[src/rtl/hazard_scoreboard.sv]
// Hazard and forwarding controller: tracks in-flight register writers per pipeline stage
// and derives per-port forwarding selects plus the decode stall for the ID stage.
module hazard_scoreboard #(
  parameter  int unsigned NREG  = 32,
  parameter  int unsigned NRD   = 2,
  parameter  int unsigned DEPTH = 3,
  parameter  int unsigned CW    = 16,
  localparam int unsigned AW    = $clog2(NREG),
  localparam int unsigned SW    = $clog2(DEPTH + 1)
) (
  input  logic              clk_i,
  input  logic              rst_n_i,
  input  logic              issue_valid_i,
  output logic              issue_ready_o,
  input  logic              issue_we_i,
  input  logic [AW-1:0]     issue_rd_i,
  input  logic [SW-1:0]     issue_rdy_stage_i,
  input  logic              flush_i,
  input  logic [NRD-1:0]    src_used_i,
  input  logic [NRD*AW-1:0] src_addr_i,
  output logic [NRD*SW-1:0] fwd_sel_o,
  output logic              stall_o,
  output logic [CW-1:0]     stall_cnt_o
);

  // e[k] describes the instruction k cycles past issue
  logic          v_q   [1:DEPTH];
  logic          we_q  [1:DEPTH];
  logic [AW-1:0] rd_q  [1:DEPTH];
  logic [SW-1:0] rdy_q [1:DEPTH];

  logic [SW-1:0]  rdy_norm;
  logic [NRD-1:0] stall_req;
  logic [NRD-1:0] found;
  logic           load;

  // Clamp the ready stage into 1..DEPTH before it enters the scoreboard
  always_comb begin
    rdy_norm = issue_rdy_stage_i;
    if (issue_rdy_stage_i == '0) begin
      rdy_norm = SW'(1);
    end else if (32'(issue_rdy_stage_i) > DEPTH) begin
      rdy_norm = SW'(DEPTH);
    end
  end

  assign load = issue_valid_i & ~stall_o & ~flush_i;

  // Downstream stages never stall, so the scoreboard shifts every cycle
  always_ff @(posedge clk_i or negedge rst_n_i) begin
    if (!rst_n_i) begin
      for (int unsigned k = 1; k <= DEPTH; k++) begin
        v_q[k]   <= 1'b0;
        we_q[k]  <= 1'b0;
        rd_q[k]  <= '0;
        rdy_q[k] <= '0;
      end
    end else begin
      v_q[1]   <= load;
      we_q[1]  <= issue_we_i;
      rd_q[1]  <= issue_rd_i;
      rdy_q[1] <= rdy_norm;
      for (int unsigned k = 2; k <= DEPTH; k++) begin
        v_q[k]   <= v_q[k-1];
        we_q[k]  <= we_q[k-1];
        rd_q[k]  <= rd_q[k-1];
        rdy_q[k] <= rdy_q[k-1];
      end
    end
  end

  // Youngest matching writer decides: forward if its result exists, else stall
  always_comb begin
    fwd_sel_o = '0;
    stall_req = '0;
    found     = '0;
    for (int unsigned p = 0; p < NRD; p++) begin
      for (int unsigned k = 1; k <= DEPTH; k++) begin
        if (!found[p] && src_used_i[p] && v_q[k] && we_q[k] &&
            (rd_q[k] == src_addr_i[p*AW +: AW]) && (src_addr_i[p*AW +: AW] != '0)) begin
          found[p] = 1'b1;
          if (SW'(k) >= rdy_q[k]) begin
            fwd_sel_o[p*SW +: SW] = SW'(k);
          end else begin
            stall_req[p] = 1'b1;
          end
        end
      end
    end
  end

  assign stall_o       = (|stall_req) & issue_valid_i & ~flush_i;
  assign issue_ready_o = ~stall_o;

  always_ff @(posedge clk_i or negedge rst_n_i) begin
    if (!rst_n_i) begin
      stall_cnt_o <= '0;
    end else if (stall_o && (stall_cnt_o != '1)) begin
      stall_cnt_o <= stall_cnt_o + CW'(1);
    end
  end

endmodule

[config.mk]
export PLATFORM = sky130hd
export DESIGN_NAME = hazard_scoreboard
export DESIGN_NICKNAME = d
export VERILOG_FILES = /design/src/rtl/hazard_scoreboard.sv
export SDC_FILE = /design/constraint.sdc
export NUM_CORES = 1
export LEC_CHECK = 0
export ABC_AREA = 1
export CAP_MARGIN = 20
export CORE_UTILIZATION = 50
export DETAILED_ROUTE_END_ITERATION = 10
export GPL_TIMING_DRIVEN = 0
export HOLD_SLACK_MARGIN = 0.06
export MAX_ROUTING_LAYER = met4
export PLACE_DENSITY = 0.81
export SKIP_CTS_REPAIR_TIMING = 1
export SYNTH_ARGS = -nofsm -noshare
export SYNTH_HDL_FRONTEND = slang
export SYNTH_SLANG_ARGS = --single-unit
[constraint.sdc]
create_clock -name clk_i -period 3.53 [get_ports clk_i]
set_clock_uncertainty 0.05 [all_clocks]
set_input_delay 0.706 -clock clk_i [delete_from_list [all_inputs] [get_ports clk_i]]
set_output_delay 0.706 -clock clk_i [all_outputs]
set_load 0.01 [all_outputs]
==> key figures <==
Outcome
  • Run status: finished clean

Global route
  • Gr usage total: 24.2%
  • Met1 Resource Use GR: 29.3%
  • Gr busiest metal: met2
  • Vias in the first global route: 2074
  • Initial antenna violation count: 0
  • Met2 Use GR: 39.9%
  • Global-route wire length before repair: 8980 um
  • Total grt overflow: 0
  • Met3 GRT Util: between 5 and 6%
  • Largest net degree at the start of global routing: 41

Power and ir drop
  • Leakage: 0.00153 uW
  • PwrDens: around 360 nW/um2
  • Peak supply drop: 0.182 mV

Die
  • Num ports: 46
  • Die area: 4840 um2
  • Die Width: 69.6 um
  • CORE AREA: 4380 um2
  • Initial Utilization: 52.1%
  • Chip Height: 69.6 um
  • Rows: 24

Setup path
  • Crit Path Category: in -> out
  • Worst-path fanout max: 4
  • Critical Path Source: src_used_i[0]
  • Reg-to-reg critical path endpoint: stall_cnt_o[4]
  • R2R setup slack: 1.41 ns
  • Critical Path RT: 2.77 ns
  • Critical Path Sink: fwd_sel_o[1]
  • CP Capture Type: output port
  • Crit path DAT: 2.37 ns
  • Startpoint types: primary input
  • Worst r2r path cells: 9
  • R2r startpoint: stall_cnt_o[0]

Timing
  • Tcrit/Tclk final: around nine tenths
  • Max-slew headroom: 69.1%
  • Least-Margin Pin Slew: roughly 0.46 ns
  • FMAX: 320 MHz
  • Final setup viols: 0
  • Fin crit period: 3.13 ns
  • WHS: 0.140 ns
  • Final hold vios: 0
  • Final Max Tran Viols: 0
  • Unrepaired setup endpoints after global routing: no
  • TNS Setup: 0 ns
  • Final setup margin: slightly above 0.4 ns

Finish
  • Layout cell share with drive strength beyond 1: 9.44%
  • Commonest non-fill, non-tap cell in the layout: nand2_1
  • Ant. Diodes: 0
  • Fillers: 366
  • Area delta synth->final: 30.8%
  • Layout net count: 384
  • Finished Cell Area: 2990 um2
  • Commonest cells after routing, fill and taps aside: nand2_1, dfrtp_1, clkdlybuf4s50_1, inv_1, nor2_1

Synthesis
  • Net Count, Synth: 332
  • Mapped Area: 2280 um2
  • Synth Instances: 307
  • Sequential area share after synthesis: 45.0%
  • Yosys cell types: 25
  • #FFs+latches synth: 41
  • Synth Area per Inst: 7.43 um2
  • Synth Warn #: 0

Routing
  • DRT iter0 DRCs: roughly 120
  • Avg WL per Cell: 12.8 um
  • Final WL: 5270 um
  • Detail Route Antenna Nets: 0
  • Drt via density: 5.11
  • Drt first pass iters: 4
  • # DRC: 0
  • Vias: roughly 2100

Clock network
  • Clk_lat worst skew: 0.30 ns
  • CTS tree: yes
  • Max Buffers Root-to-Sink: 2
  • Reg clk slew, reported paths: 0.08 ns
  • Clock Sinks: 41
  • Num CTS Buffers: 5
  • CTS H-Tree Depth: 2
  • Root Driver: clkbuf_8

Job
  • Max-capacitance violation count: 0

Place
  • Placed instance area: 2810 um2
  • HPWL after DPL: 3850 um
  • Place WS: -0.275 ns
  • Placer congestion estimate: 0.873
  • Port Buffers: 45

Hold path
  • Hold crit path type: in -> async
[worst min path at each step]
stage | endpoint | slack [ns] | depth (start not counted)
4_1_cts | we_q[0] | 0.13 | 1
3_5_place_dp | rdy_q[2] | 0.30 | 0
6_report | we_q[0] | 0.14 | 1
2_1_floorplan | rdy_q[2] | 0.28 | 0
3_3_place_gp | rdy_q[2] | 0.28 | 0
5_1_grt | we_q[0] | 0.12 | 1
[cells in the mapped netlist (all sizes together)]
master    n  area share, %
nand2   113             19
dfrtp    41             45
inv      40            6.6
nor2     30            5.3
nand4    20            5.5
nand3    15            3.5
xnor2    11            4.2
nor3      7            1.5
xor2      7            2.7
o21ai     5            1.1
clkbuf    4           0.66
buf       3            1.3
a211oi    2           0.66
a21oi     2           0.44
nor4      2           0.55
o22ai     2           0.55
clkinv    1           0.16
ha        1           0.55
nor3b     1           0.55
[cells by family (layout without fill, tap and decap cells)]
group | after synthesis | in the layout | synth area share (%)
buffers and inverters | 48 | 101 | 8.72
adder cells (fa/ha/maj) | 1 | 1 | 0.548
XOR/XNOR | 18 | 18 | 6.91
flip-flops | 41 | 41 | 45.0
AND/OR/NAND/NOR | 188 | 188 | 36.1
AO/OA/AOI/OAI | 11 | 11 | 2.74
[final cells by class]
class / count / area, um2 / area share (%)
timing repair buffer: 46 / 495 / 16.6
clock inverter: 3 / 65.1 / 2.18
inverter: 41 / 154 / 5.16
multi-input combinational: 218 / 1070 / 36.0
buffer: 6 / 37.5 / 1.26
clock buffer: 5 / 68.8 / 2.31
tap: 52 / 65.1 / 2.18
sequential: 41 / 1030 / 34.4
[state kept, by name, indices dropped and copies added, names as in the netlist]
register	cells
stall_cnt_o	16
rd_q	15
rdy_q	4
v_q	3
we_q	3
[critical path, stage by stage]
cell and delay [ns]:
clkdlybuf4s50_1 0.50, inv_1 0.05, nor2_1 0.10, nand2_1 0.07, nor2_2 0.13, nand2_2 0.08
nand2_1 0.06, inv_1 0.03, nand2_1 0.06, o21ai_0 0.08, clkdlybuf4s50_1 0.48
[report_power, final]
part / internal (uW) / leakage (uW) / switching [uW] / total (uW)
sequential: 485 / 0.000516 / 12.9 / 498
clock: 281 / 0.0000681 / 172 / 453
combinational: 49.4 / 0.000946 / 60.8 / 110
total: 815 / 0.00153 / 246 / 1060
[stage by stage]
stage          utilization, %  cells  total power, uW
2_1_floorplan               -    307              556
3_3_place_gp             63.8    404              614
4_1_cts                  67.2    413             1070
3_5_place_dp             64.2    405              618
6_report                 68.1    412             1060
5_1_grt                  68.1    412             1100
[layer usage]
metal	wire [um]	up-vias
met1	2300	961
met3	265	13
met4	91	0
met5	0	-
li1	-	1069
met2	2620	61
Power figures use the tool's default switching activity.
